`config.mk`:
```
export PLATFORM = sky130hd
export DESIGN_NAME = pc_seq_unit
export DESIGN_NICKNAME = d
export VERILOG_FILES = /design/src/rtl/cpu_pkg.sv /design/src/rtl/pc_ras.sv /design/src/rtl/pc_seq_unit.sv
export SDC_FILE = /design/constraint.sdc
export NUM_CORES = 1
export LEC_CHECK = 0
export BUFFER_PORTS_ARGS = -buffer_cell sky130_fd_sc_hd__buf_2
export CAP_MARGIN = 25
export CORE_MARGIN = 2
export CORE_UTILIZATION = 45
export DETAILED_ROUTE_END_ITERATION = 16
export GPL_ROUTABILITY_DRIVEN = 0
export PLACE_DENSITY_LB_ADDON = 0.25
export SYNTH_ARGS = -nofsm -noshare
export SYNTH_HDL_FRONTEND = slang
export SYNTH_HIERARCHICAL = 1
export SYNTH_SLANG_ARGS = --single-unit
```
`constraint.sdc`:
```
create_clock -name CLK -period 3.4 [get_ports CLK]
set_clock_uncertainty 0.15 [all_clocks]
set_input_delay 0.17 -clock CLK [delete_from_list [all_inputs] [get_ports CLK]]
set_output_delay 0.17 -clock CLK [all_outputs]
set_load 0.02 [all_outputs]
```
`src/rtl/cpu_pkg.sv`:
```
// Shared CPU definitions: PC source encodings, PC sequencer states and
// instruction size.
package cpu_pkg;

  localparam int unsigned INSN_BYTES = 4;

  typedef enum logic [1:0] {
    PC_SEQ = 2'b00,
    PC_BR  = 2'b01,
    PC_ABS = 2'b10,
    PC_RET = 2'b11
  } pc_src_e;

  typedef enum logic {
    RUN  = 1'b0,
    HALT = 1'b1
  } pc_state_e;

endpackage

```
`src/rtl/pc_ras.sv`:
```
// Circular return-address stack; a push when full overwrites the oldest
// entry, and push+pop together replaces the top in place.
module pc_ras #(
  parameter int unsigned WIDTH = 32,
  parameter int unsigned DEPTH = 4
) (
  input  logic             CLK,
  input  logic             Reset,
  input  logic             push,
  input  logic             pop,
  input  logic [WIDTH-1:0] din,
  output logic [WIDTH-1:0] top,
  output logic             empty,
  output logic             full
);

  localparam int unsigned PW = $clog2(DEPTH);

  logic [WIDTH-1:0] mem [DEPTH];
  logic [PW-1:0]    ptr;
  logic [PW:0]      count;

  always_ff @(posedge CLK or posedge Reset) begin
    if (Reset) begin
      ptr   <= '0;
      count <= '0;
      for (int unsigned i = 0; i < DEPTH; i++) mem[i] <= '0;
    end else if (push && pop) begin
      mem[ptr] <= din;
    end else if (push) begin
      // ptr wraps naturally, so a full stack overwrites its oldest slot
      mem[ptr + PW'(1)] <= din;
      ptr               <= ptr + PW'(1);
      if (!full) count <= count + (PW+1)'(1);
    end else if (pop && !empty) begin
      ptr   <= ptr - PW'(1);
      count <= count - (PW+1)'(1);
    end
  end

  assign top   = mem[ptr];
  assign empty = (count == '0);
  assign full  = (count == (PW+1)'(DEPTH));

endmodule

```
`src/rtl/pc_seq_unit.sv`:
```
// Program-counter unit: four-source next-PC select, stall, halt/resume and
// misaligned-target trap. Define PC_RAS_EN to add the return-address stack.
module pc_seq_unit
  import cpu_pkg::*;
#(
  parameter int unsigned          PC_WIDTH  = 32,
  parameter logic [PC_WIDTH-1:0]  RESET_PC  = '0,
  parameter logic [PC_WIDTH-1:0]  TRAP_VEC  = PC_WIDTH'(32'h0000_0100),
  parameter int unsigned          RAS_DEPTH = 4
) (
  input  logic                CLK,
  input  logic                Reset,
  input  logic                stall,
  input  logic                halt,
  input  logic                resume,
  input  logic [1:0]          PCSrc,
  input  logic [PC_WIDTH-1:0] branch_off,
  input  logic [PC_WIDTH-1:0] AluOutput,
  input  logic                call,
  output logic [PC_WIDTH-1:0] curPC,
  output logic [PC_WIDTH-1:0] nextPC,
  output logic [PC_WIDTH-1:0] epc,
  output logic                trap,
  output logic                halted
);

  pc_state_e           state, state_nxt;
  pc_src_e             src;
  logic [PC_WIDTH-1:0] seq_pc;
  logic [PC_WIDTH-1:0] ret_pc;
  logic                ret_empty;
  logic                misaligned;
  logic                trap_req;
  logic                accept;

  assign src    = pc_src_e'(PCSrc);
  assign seq_pc = curPC + PC_WIDTH'(INSN_BYTES);

`ifdef PC_RAS_EN
  logic ras_full;

  pc_ras #(
    .WIDTH (PC_WIDTH),
    .DEPTH (RAS_DEPTH)
  ) u_ras (
    .CLK   (CLK),
    .Reset (Reset),
    .push  (accept && call),
    .pop   (accept && (src == PC_RET)),
    .din   (seq_pc),
    .top   (ret_pc),
    .empty (ret_empty),
    .full  (ras_full)
  );

  logic unused_ras_full;
  assign unused_ras_full = ras_full;
`else
  // Without a stack, a return is simply an absolute jump to AluOutput.
  assign ret_pc    = AluOutput;
  assign ret_empty = 1'b0;

  logic        unused_call;
  logic [31:0] unused_ras_depth;
  assign unused_call      = call;
  assign unused_ras_depth = 32'(RAS_DEPTH);
`endif

  always_comb begin
    nextPC = seq_pc;
    unique case (src)
      PC_SEQ: nextPC = seq_pc;
      PC_BR:  nextPC = curPC + branch_off;
      PC_ABS: nextPC = AluOutput;
      PC_RET: nextPC = ret_pc;
    endcase
  end

  assign misaligned = (src != PC_SEQ) && (nextPC[1:0] != 2'b00);
  assign trap_req   = (state == RUN) && (misaligned || (src == PC_RET && ret_empty));
  assign accept     = (state == RUN) && !trap_req && !halt && !stall;

  always_ff @(posedge CLK or posedge Reset) begin
    if (Reset) state <= RUN;
    else       state <= state_nxt;
  end

  always_comb begin
    state_nxt = state;
    unique case (state)
      RUN:  if (!trap_req && halt) state_nxt = HALT;
      HALT: if (resume)            state_nxt = RUN;
    endcase
  end

  always_ff @(posedge CLK or posedge Reset) begin
    if (Reset) begin
      curPC <= RESET_PC;
      epc   <= '0;
      trap  <= 1'b0;
    end else begin
      trap <= trap_req;
      if (trap_req) begin
        curPC <= TRAP_VEC;
        epc   <= curPC;
      end else if (accept) begin
        curPC <= nextPC;
      end
    end
  end

  assign halted = (state == HALT);

endmodule
```
==> impl_metrics.env, run 1 <==
export IMPL_cts_buffer_depth=2
export IMPL_nets=1063
export IMPL_tritoncts="built"
export IMPL_portion_of_the_clock_cycle_consumed_by_the_worst_path_in_the_final_layout_pct=102
export IMPL_max_clock_freq_mhz=289
export IMPL_place_ws_ns=0.103
export IMPL_netlist_top_cells_count="nand2_1, dfrtp_1, nor2_1, a21oi_1, o21ai_0"
export IMPL_slew_headroom_pct=31.4
export IMPL_report_final_setup_viol=4
export IMPL_failed_checks="negative setup slack"
export IMPL_run_status="complete, but fails checks"
export IMPL_initial_antenna_violation_count=1
export IMPL_synthCells=749
export IMPL_layout_filler_cells=1191
export IMPL_timing_critical_path_to_type="output port"
export IMPL_worst_setup_path_endpoint="nextPC[27]"
export IMPL_netlist_cell_type_count=81
export IMPL_route_detailed_vias_per_inst=5.84
export IMPL_overflow=0
export IMPL_dpl_instance_area_sq_um=6960
export IMPL_cap_viol_max_count=0
export IMPL_setup_ws_ns=-0.0629
export IMPL_fp_dieArea_sq_um=13700
export IMPL_first_pass_iters=5
export IMPL_cts_root_buf="clkbuf_16"
export IMPL_routed_top_layer="met4"
export IMPL_floorplan_die_height_um=117
export IMPL_vdd_drop_max_uv=285
export IMPL_count_of_vias_placed_by_the_detailed_router=6623
export IMPL_timing_hold_worst_class="in2reg"
export IMPL_grt_max_degree=51
export IMPL_start_util_pct=45.9
export IMPL_fin_total_pwr_w=0.00542
export IMPL_post_dr_wirelength_cell_um=19.2
export IMPL_criticalPathCategory="reg2out"
export IMPL_layout_cell_area_non_filler_sq_um=7800
export IMPL_cts_made_buffers=9
export IMPL_regToRegStartpoint="curPC[1]$_DFFE_PP0P_"
export IMPL_numPortBuffers=168
export IMPL_syn_mean_instance_area_sq_um=7.67
export IMPL_wl_um=21800
export IMPL_crit_reg2reg_capture="halted$_DFF_PP0_"
export IMPL_edff_count_synth=0
export IMPL_route_layer_met1_wl_um=8480
export IMPL_layout_drive_gt1_share_pct=32.1
export IMPL_detailed_place_hpwl_um=16200
export IMPL_synth_largest_area_cell="dfrtp_1"
export IMPL_finalHoldViolations=0
export IMPL_timing_worst_slew_pin_value_ns=1.03
export IMPL_yosysWarningCount=6
export IMPL_flow_area_growth_from_synthesis_pct=35.8
export IMPL_antenna_violating_nets_post_route=0
export IMPL_synth_top_area_share_pct=28.8
export IMPL_grt_setup_unrepaired="true"
export IMPL_cts_htree_levels=3
export IMPL_power_density_nw_per_um2=695
export IMPL_final_min_clock_period_ns=3.46
export IMPL_wl_met2_um=10200
export IMPL_final_core_util_pct=62.3
export IMPL_io_pins=170
export IMPL_antennaDiodeCount=0
export IMPL_timing_critical_path_fanout_max=3
export IMPL_slack_of_the_worst_reg_to_reg_path_ns=0.24
export IMPL_cts_sinks=66
export IMPL_crit_arrival_ns=3.14
export IMPL_path_depth_of_the_worst_reg2reg_path=11
export IMPL_clkTransAtPathRegs_ns=0.06
export IMPL_clock_insertion_delay_worst_skew_ns=0.34
export IMPL_totalNegativeSetupSlack_ns=-0.135
export IMPL_drv_slew=0
export IMPL_core_sq_um=12500
export IMPL_mappedNetlistNets=855
export IMPL_globalRouteTotalUtil_pct=31.2
export IMPL_leakagePower_nw=3.88
export IMPL_sequential_share_of_the_synthesized_area_pct=28.8
export IMPL_drc_violation_total_after_the_first_tritonroute_iteration=560
export IMPL_required_time_at_the_endpoint_of_the_critical_path_ns=3.08
export IMPL_die_width_um=117
export IMPL_ys_seq_elements=66
export IMPL_syn_area_sq_um=5740
export IMPL_cp_start_kind="flip-flop"
export IMPL_worst_setup_sp="curPC[0]$_DFFE_PP0P_"
export IMPL_met3_length_um=1880
export IMPL_synth_most_common_cell="nand2_1"
export IMPL_remaining_drc_errors=0
export IMPL_synth_ff_type="dfrtp_1"
export IMPL_synth_async_sr_flop_share_pct=100
export IMPL_first_pass_grt_wire_length_um=32300
export IMPL_grt_pass1_vias=6143
export IMPL_top_post_synthesis_cells_by_area="dfrtp_1, nand2_1, ha_1"
export IMPL_rows=41
state kept, by name, summed over array words and instances (netlist names):
name / count
curPC: 32
trap: 1
halted: 1
epc: 32
worst max-delay path: stages, from the launching register on:
cell and delay [ns]:
dfrtp_1 0.39, buf_6 0.13, ha_4 0.14, a21o_1 0.19
a221o_1 0.37, a221o_1 0.36, a311oi_4 0.32, o21a_2 0.23
mux2i_2 0.29, a21oi_2 0.08, nor2_1 0.14, buf_4 0.16
stage by stage:
step | hold WS [ns] | std cells
6_report | 0.0244 | 1134
4_1_cts | 0.00709 | 1119
3_3_place_gp | 0.0661 | 1097
5_1_grt | 0.0498 | 1134
2_1_floorplan | 0.114 | 749
3_5_place_dp | 0.0657 | 1097
where the power goes:
group | internal (W) | switching (W)
logic | 0.00115 | 0.00184
clock network | 0.000813 | 0.000366
registers | 0.00102 | 0.000231
logic make-up after synthesis:
group / share of synthesized area, %
and+or+nand+nor: 26.0
AOI/OAI and AO/OA: 23.6
DFF: 28.8
buffers and inverters: 4.49
xor gates and xnor gates: 7.01
adders and majority gates: 7.54
muxes: 2.61
final cells by class:
| cell class | count | area (sq um) | share of cell area (%) |
|---|---|---|---|
| Multi-Input combinational cell | 626 | 4110 | 52.7 |
| Sequential cell | 66 | 1650 | 21.2 |
| Timing Repair Buffer | 232 | 1360 | 17.4 |
| Clock buffer | 10 | 239 | 3.06 |
| Tap cell | 172 | 215 | 2.76 |
| Clock inverter | 6 | 138 | 1.76 |
| Inverter | 22 | 82.6 | 1.06 |
routing by layer:
layer | track usage, % | vias to the layer above
met5 | 0 | -
met4 | 16.2 | 0
met3 | 6.85 | 77
met2 | 52.2 | 365
met1 | 37.7 | 3087
li1 | - | 3094
cells in the final DEF (no fill, tap or decap), types with 5 or more instances in the layout:
cell type  synthesis  routed
nand2_1          169     169
buf_2              2     161
dfrtp_1           66      65
buf_4              0      64
nor2_1            62      61
a21oi_1           56      51
o21ai_0           36      29
xnor2_1           28      28
ha_1              33      22
nand3_1           20      20
inv_1             21      18
xor2_1            18      17
nor3_1            17      16
a21o_1            13      13
nand4_1            9       9
clkbuf_16          0       9
and2_1             8       8
and4_1             9       8
mux2i_1            9       8
a31oi_1            8       8
a211oi_1           8       7
nand2b_1           7       6
or3_1              6       6
o2bb2ai_1          6       6
and3_1             6       6
o21bai_1           7       6
ha_4               0       6
o21ai_1            1       5
a21oi_2            1       5
nor2b_1            5       5
o22ai_1            5       5
ha_2               0       5
repair_timing:
item	CTS	global route
gates resized for setup	24	42
setup endpoints to repair	11	14
pin swaps	8	20
hold endpoints to repair	24	0
buffers inserted	2	15
hold buffers	4	0
worst min-delay path by stage:
stage | start | to | slack, ns | cells after the start
after floorplan | resume | halted$_DFF_PP0_ | 0.11 | 1
after global placement | Reset | epc[25]$_DFFE_PP0P_ | 0.07 | 2
after detailed placement | Reset | epc[25]$_DFFE_PP0P_ | 0.07 | 2
after CTS | AluOutput[28] | curPC[28]$_DFFE_PP0P_ | 0.007 | 3
after global routing | AluOutput[28] | curPC[28]$_DFFE_PP0P_ | 0.05 | 3
final | AluOutput[28] | curPC[28]$_DFFE_PP0P_ | 0.02 | 3
Note: power is estimated with default switching activity, not from simulation.
==> inputs of run 2 (changes only) <==
--- a/config.mk
+++ b/config.mk
@@ -5,10 +5,13 @@
 export SDC_FILE = /design/constraint.sdc
 export NUM_CORES = 1
 export LEC_CHECK = 0
+export ABC_AREA = 1
 export BUFFER_PORTS_ARGS = -buffer_cell sky130_fd_sc_hd__buf_2
 export CAP_MARGIN = 25
+export CELL_PAD_IN_SITES_DETAIL_PLACEMENT = 0
+export CELL_PAD_IN_SITES_GLOBAL_PLACEMENT = 1
 export CORE_MARGIN = 2
-export CORE_UTILIZATION = 45
+export CORE_UTILIZATION = 37
 export DETAILED_ROUTE_END_ITERATION = 16
 export GPL_ROUTABILITY_DRIVEN = 0
 export PLACE_DENSITY_LB_ADDON = 0.25
==> run 2 against run 1 <==
Effect of this change: the run now ends clean; largest cell class unchanged; clock power is 19% lower; sequential power about the same; critical path type unchanged; sequential cell count unchanged.
==> impl_metrics.env, run 2 <==
export IMPL_run_status="finished clean"
export IMPL_rows=48
export IMPL_cp_start_kind="flip-flop"
export IMPL_yosysWarningCount=6
export IMPL_route_detailed_vias_per_inst=4.85
export IMPL_sequential_share_of_the_synthesized_area_pct=25.7
export IMPL_layout_cells_most_common="nand2_1"
export IMPL_crit_reg2reg_capture="curPC[20]$_DFFE_PP0P_"
export IMPL_cts_root_buf="clkbuf_16"
export IMPL_synth_most_common_cell="nand2_1"
export IMPL_initial_antenna_violation_count=0
export IMPL_clock_insertion_delay_worst_skew_ns=0.34
export IMPL_slew_headroom_pct=48.5
export IMPL_count_of_vias_placed_by_the_detailed_router=7176
export IMPL_crit_arrival_ns=2.81
export IMPL_drc_violation_total_after_the_first_tritonroute_iteration=543
export IMPL_report_final_setup_viol=0
export IMPL_synthCells=1080
export IMPL_fp_dieArea_sq_um=18400
export IMPL_post_synth_and_or_nand_nor_area_fraction_pct=42.0
export IMPL_total_setup_buffers_inserted_after_cts=0
export IMPL_overflow=0
export IMPL_worst_setup_sp="curPC[0]$_DFFE_PP0P_"
export IMPL_globalRouteTotalUtil_pct=25.4
export IMPL_post_synth_xor_area_fraction_pct=0.682
export IMPL_nets=1356
export IMPL_holdCritStartpoint="AluOutput[15]"
export IMPL_grt_setup_unrepaired="false"
export IMPL_netlist_top_cells_count="nand2_1, inv_1, nand3_1, nor2_1, dfrtp_1"
export IMPL_clkTransAtPathRegs_ns=0.06
export IMPL_timing_worst_slew_pin_value_ns=0.771
export IMPL_flow_area_growth_from_synthesis_pct=21.6
export IMPL_largest_family_of_logic_cells_by_synthesized_area="simple AND/OR/NAND/NOR gates"
export IMPL_first_pass_iters=5
export IMPL_totalNegativeSetupSlack_ns=0
export IMPL_layout_filler_cells=1936
export IMPL_io_pins=170
export IMPL_grt_max_degree=53
export IMPL_die_width_um=136
export IMPL_cap_viol_max_count=0
export IMPL_mappedNetlistNets=1186
export IMPL_finalHoldViolations=0
export IMPL_synth_top_area_share_pct=26.5
export IMPL_edff_count_synth=0
export IMPL_path_depth_of_the_worst_reg2reg_path=13
export IMPL_final_cell_mix="nand2_1, inv_1, buf_2"
export IMPL_min_path_cells=5
export IMPL_layout_drive_gt1_share_pct=19.1
export IMPL_timing_hold_worst_class="in2reg"
export IMPL_required_time_at_the_endpoint_of_the_critical_path_ns=3.08
export IMPL_portion_of_the_clock_cycle_consumed_by_the_worst_path_in_the_final_layout_pct=92.0
export IMPL_antenna_violating_nets_post_route=0
export IMPL_synth_mux_area_share_pct=0
export IMPL_first_pass_grt_wire_length_um=35600
export IMPL_max_clock_freq_mhz=320
export IMPL_start_util_pct=37.5
export IMPL_synth_largest_area_cell="nand2_1"
export IMPL_cts_made_buffers=9
export IMPL_synth_adder_area_share_pct=6.74
export IMPL_leading_registers_by_flop_count="curPC (32), epc (32)"
export IMPL_top_post_synthesis_cells_by_area="nand2_1, dfrtp_1, inv_1"
export IMPL_remaining_drc_errors=0
export IMPL_leakagePower_nw=4.53
export IMPL_cts_sinks=66
export IMPL_timing_critical_path_fanout_max=5
export IMPL_wl_um=23500
export IMPL_timing_critical_path_to_type="output port"
export IMPL_cts_hold_buf=3
export IMPL_ys_seq_elements=66
export IMPL_stdcell_count=1480
export IMPL_regToRegStartpoint="curPC[0]$_DFFE_PP0P_"
export IMPL_netlist_cell_type_count=38
export IMPL_placedCellCount=1461
export IMPL_criticalPathCategory="reg2out"
export IMPL_tritoncts="built"
export IMPL_vdd_drop_max_uv=271
export IMPL_syn_mean_instance_area_sq_um=5.95
export IMPL_cts_buffer_depth=2
export IMPL_core_sq_um=17100
export IMPL_grt_pass1_vias=6681
export IMPL_drv_slew=0
export IMPL_floorplan_die_height_um=136
export IMPL_holdPathEnd="curPC[15]$_DFFE_PP0P_"
export IMPL_synth_ff_type="dfrtp_1"
export IMPL_power_density_nw_per_um2=589
export IMPL_detailed_place_hpwl_um=19400
export IMPL_post_dr_wirelength_cell_um=15.9
export IMPL_antennaDiodeCount=0
export IMPL_cts_htree_levels=3
export IMPL_slack_of_the_worst_reg_to_reg_path_ns=0.52
export IMPL_synth_async_sr_flop_share_pct=100
export IMPL_synth_compound_area_share_pct=12.2
export IMPL_postCtsResizedCells=0
export IMPL_syn_area_sq_um=6420
export IMPL_final_min_clock_period_ns=3.13
export IMPL_numPortBuffers=168
-- run 2: cell count changes in the layout (fill, tap and decap cells not counted), moves of 20 or more --
cell	delta
nand2_1	+285
inv_1	+154
nand3_1	+61
buf_4	-57
o21ai_2	+29
xnor2_1	-28
a21oi_1	-20
-- run 2: worst max-delay path by stage --
stage / cells past startpoint / end / slack [ns]
2_1_floorplan: 15 / curPC[16]$_DFFE_PP0P_ / 1.03
3_3_place_gp: 13 / curPC[22]$_DFFE_PP0P_ / 0.58
3_5_place_dp: 13 / curPC[20]$_DFFE_PP0P_ / 0.53
4_1_cts: 13 / nextPC[28] / 0.30
5_1_grt: 13 / nextPC[28] / 0.14
6_report: 13 / nextPC[28] / 0.27
-- run 2: through the flow --
step                worst slack, ns  power, W  cell area [sq um]  hold slack (ns)  util, %
global placement              0.575   0.00364               7490           0.0526     43.7
finish                        0.271   0.00460               7820           0.0578     45.7
global route                  0.139   0.00494               7820            0.115     45.7
floorplan                      1.03   0.00286               6420            0.115        -
detailed placement            0.533   0.00366               7490           0.0474     43.7
CTS                           0.305   0.00463               7820           0.0645     45.7
-- run 2: routing by layer --
metal / up-vias / routed length [um] / global-route usage, %
li1: 3707 / - / -
met5: - / 0 / 0
met3: 35 / 1630 / 3.40
met2: 270 / 10600 / 42.3
met4: 0 / 637 / 7.87
met1: 3164 / 10600 / 34.3
-- run 2: worst max-delay path, cell delays in order (launching register included) --
cell and delay, ns:
dfrtp_1 0.40, ha_1 0.20, inv_1 0.06, fa_1 0.35
inv_1 0.15, nand3_1 0.09, nand3_1 0.19, nand3_1 0.10
nand3_1 0.25, nand2_1 0.17, nand3_1 0.11, nand3_1 0.11
nand2_1 0.12, buf_2 0.17
-- run 2: power breakdown --
part	internal (W)	switching [W]
Combinational	0.000770	0.00162
Clock	0.000607	0.000342
Sequential	0.00100	0.000259
-- run 2: final cells by class --
class,instances,area (sq um),share of cell area (%)
flip-flops and latches,66,1650,21.1
multi-input cells,817,3960,50.7
repair buffers,180,963,12.3
clock buffers,14,264,3.38
clock inverters,2,35.0,0.448
inverters,176,661,8.45
well taps,225,282,3.60
-- run 2: kinds of logic (layout without fill, tap and decap cells) --
group	Yosys count	after routing
simple gates	659	659
flops	66	66
xor+xnor	5	5
fa+ha+maj	34	34
compound gates	119	119
buf+inv	197	372
==> inputs of run 3 (changes only) <==
--- a/config.mk
+++ b/config.mk
@@ -8,10 +8,8 @@
 export ABC_AREA = 1
 export BUFFER_PORTS_ARGS = -buffer_cell sky130_fd_sc_hd__buf_2
 export CAP_MARGIN = 25
-export CELL_PAD_IN_SITES_DETAIL_PLACEMENT = 0
-export CELL_PAD_IN_SITES_GLOBAL_PLACEMENT = 1
 export CORE_MARGIN = 2
-export CORE_UTILIZATION = 37
+export CORE_UTILIZATION = 45
 export DETAILED_ROUTE_END_ITERATION = 16
 export GPL_ROUTABILITY_DRIVEN = 0
 export PLACE_DENSITY_LB_ADDON = 0.25
==> run 3 against run 2 <==
Effect of this change: cell count is 3.4% lower; count of clock-buffer cells in the layout is 1 lower; worst setup slack better by 0.088 ns; power is 2.6% lower; non-clock buffer count is 4 lower; via count is 1.4% higher; sequential share of layout area is 0.34 points higher; largest cell class unchanged.
==> impl_metrics.env, run 3 (same netlist as run 2, synthesis figures left out) <==
export IMPL_run_status="finished clean"
export IMPL_drv_slew=0
export IMPL_timing_critical_path_to_type="output port"
export IMPL_clock_insertion_delay_worst_skew_ns=0.34
export IMPL_first_pass_iters=7
export IMPL_io_pins=170
export IMPL_drc_violation_total_after_the_first_tritonroute_iteration=657
export IMPL_layout_filler_cells=1449
export IMPL_path_depth_of_the_worst_reg2reg_path=10
export IMPL_wl_um=21800
export IMPL_tritoncts="built"
export IMPL_criticalPathCategory="reg2out"
export IMPL_final_hold_worst_slack_ns=0.0537
export IMPL_cts_htree_levels=3
export IMPL_finalHoldViolations=0
export IMPL_overflow=0
export IMPL_flow_area_growth_from_synthesis_pct=19.7
export IMPL_timing_hold_worst_class="in2reg"
export IMPL_numPortBuffers=168
export IMPL_worst_path_most_repeated_cell="nand3_1"
export IMPL_globalRouteTotalUtil_pct=29.5
export IMPL_cap_viol_max_count=0
export IMPL_critical_path_max_stage_delay_ns=0.39
export IMPL_start_util_pct=46.1
export IMPL_crit_arrival_ns=2.72
export IMPL_power_density_nw_per_um2=583
export IMPL_report_final_setup_viol=0
export IMPL_fp_dieArea_sq_um=15200
export IMPL_slew_headroom_pct=40.8
export IMPL_leakagePower_nw=4.49
export IMPL_grt_setup_unrepaired="false"
export IMPL_portion_of_the_clock_cycle_consumed_by_the_worst_path_in_the_final_layout_pct=89.5
export IMPL_final_min_clock_period_ns=3.04
export IMPL_post_dr_wirelength_cell_um=15.3
export IMPL_route_detailed_vias_per_inst=5.09
export IMPL_layout_drive_gt1_share_pct=18.9
export IMPL_grt_max_degree=67
export IMPL_min_path_cells=5
export IMPL_cp_start_kind="flip-flop"
export IMPL_cts_root_buf="clkbuf_16"
export IMPL_count_of_vias_placed_by_the_detailed_router=7274
export IMPL_clkTransAtPathRegs_ns=0.06
export IMPL_floorplan_die_height_um=123
export IMPL_worst_path_max_delay_cell="dfrtp_1"
export IMPL_cts_hold_buf=3
export IMPL_total_setup_buffers_inserted_after_cts=0
export IMPL_core_sq_um=13900
export IMPL_max_clock_freq_mhz=329
export IMPL_antenna_violating_nets_post_route=0
export IMPL_first_pass_grt_wire_length_um=34100
export IMPL_totalNegativeSetupSlack_ns=0
export IMPL_remaining_drc_errors=0
export IMPL_nets=1352
export IMPL_required_time_at_the_endpoint_of_the_critical_path_ns=3.08
export IMPL_die_width_um=123
export IMPL_final_cell_mix="nand2_1, inv_1, buf_2"
export IMPL_postCtsResizedCells=0
export IMPL_cts_buffer_depth=2
export IMPL_leading_registers_by_flop_count="curPC (32), epc (32)"
export IMPL_cts_sinks=66
export IMPL_cts_made_buffers=9
export IMPL_layout_cells_most_common="nand2_1"
export IMPL_antennaDiodeCount=0
export IMPL_grt_pass1_vias=6661
export IMPL_rows=43
export IMPL_timing_critical_path_fanout_max=5
export IMPL_detailed_place_hpwl_um=17700
export IMPL_timing_worst_slew_pin_value_ns=0.887
export IMPL_vdd_drop_max_uv=270
export IMPL_path_cells="ha_1, inv_1, fa_1, inv_1, nand3_1, nand3_1, nand3_1, nand3_1, nand2_1, nand3_1, nand3_1, nand2_1, buf_2"
export IMPL_initial_antenna_violation_count=0
==> run 3: changes by cell type in the layout (fill, tap and decap cells not counted), sizes merged <==
cell,change
clkbuf,-1
bufinv,-1
buf,-4
clkinvlp,+1
==> run 3: final timing paths <==
path / start / slack (ns) / end
hold reg to reg: epc[8]$_DFFE_PP0P_ / 0.32 / epc[8]$_DFFE_PP0P_
setup reg to reg: curPC[0]$_DFFE_PP0P_ / 0.75 / halted$_DFF_PP0_
hold / removal: AluOutput[6] / 0.05 / curPC[6]$_DFFE_PP0P_
max in group asynchronous: Reset / 2.08 / epc[28]$_DFFE_PP0P_
min in group asynchronous: Reset / 0.47 / epc[0]$_DFFE_PP0P_
setup / recovery: curPC[0]$_DFFE_PP0P_ / 0.36 / nextPC[28]
==> run 3: worst max-delay path, delay by kind of cell, from the launching register on <==
family,cells,cell delay [ns]
and+or+nand+nor,8,1.02
buffers and inverters,3,0.40
DFF,1,0.39
adders and majority gates,2,0.57
==> run 3: stage by stage <==
stage,util [%],power (W),cell area [sq um],cells,setup WS [ns]
2_1_floorplan,-,0.00286,6420,1080,1.03
3_5_place_dp,53.0,0.00360,7390,1412,0.739
5_1_grt,55.2,0.00483,7690,1430,0.169
3_3_place_gp,53.0,0.00357,7390,1412,0.755
4_1_cts,55.2,0.00448,7690,1430,0.365
6_report,55.2,0.00448,7690,1430,0.359
==> run 3: cell type report <==
class / instances / area, sq um / area share [%]
Multi-Input combinational cell: 817 / 3960 / 51.5
Sequential cell: 66 / 1650 / 21.5
Timing Repair Buffer: 176 / 921 / 12.0
Inverter: 176 / 661 / 8.59
Clock buffer: 13 / 260 / 3.38
Tap cell: 180 / 225 / 2.93
Clock inverter: 2 / 12.5 / 0.163
==> run 3: per-layer routing <==
layer,vias up,wire (um),track usage [%]
met1,3201,9350,39.0
met5,-,0,0
met4,0,816,11.7
met2,325,9690,46.8
met3,49,1960,6.32
li1,3699,-,-
==> run 3: power breakdown <==
part / switching, W / total [W] / internal [W] / leakage (nW)
Combinational: 0.00159 / 0.00235 / 0.000756 / 3.47
Sequential: 0.000268 / 0.00127 / 0.00100 / 0.886
Clock: 0.000337 / 0.000865 / 0.000528 / 0.132
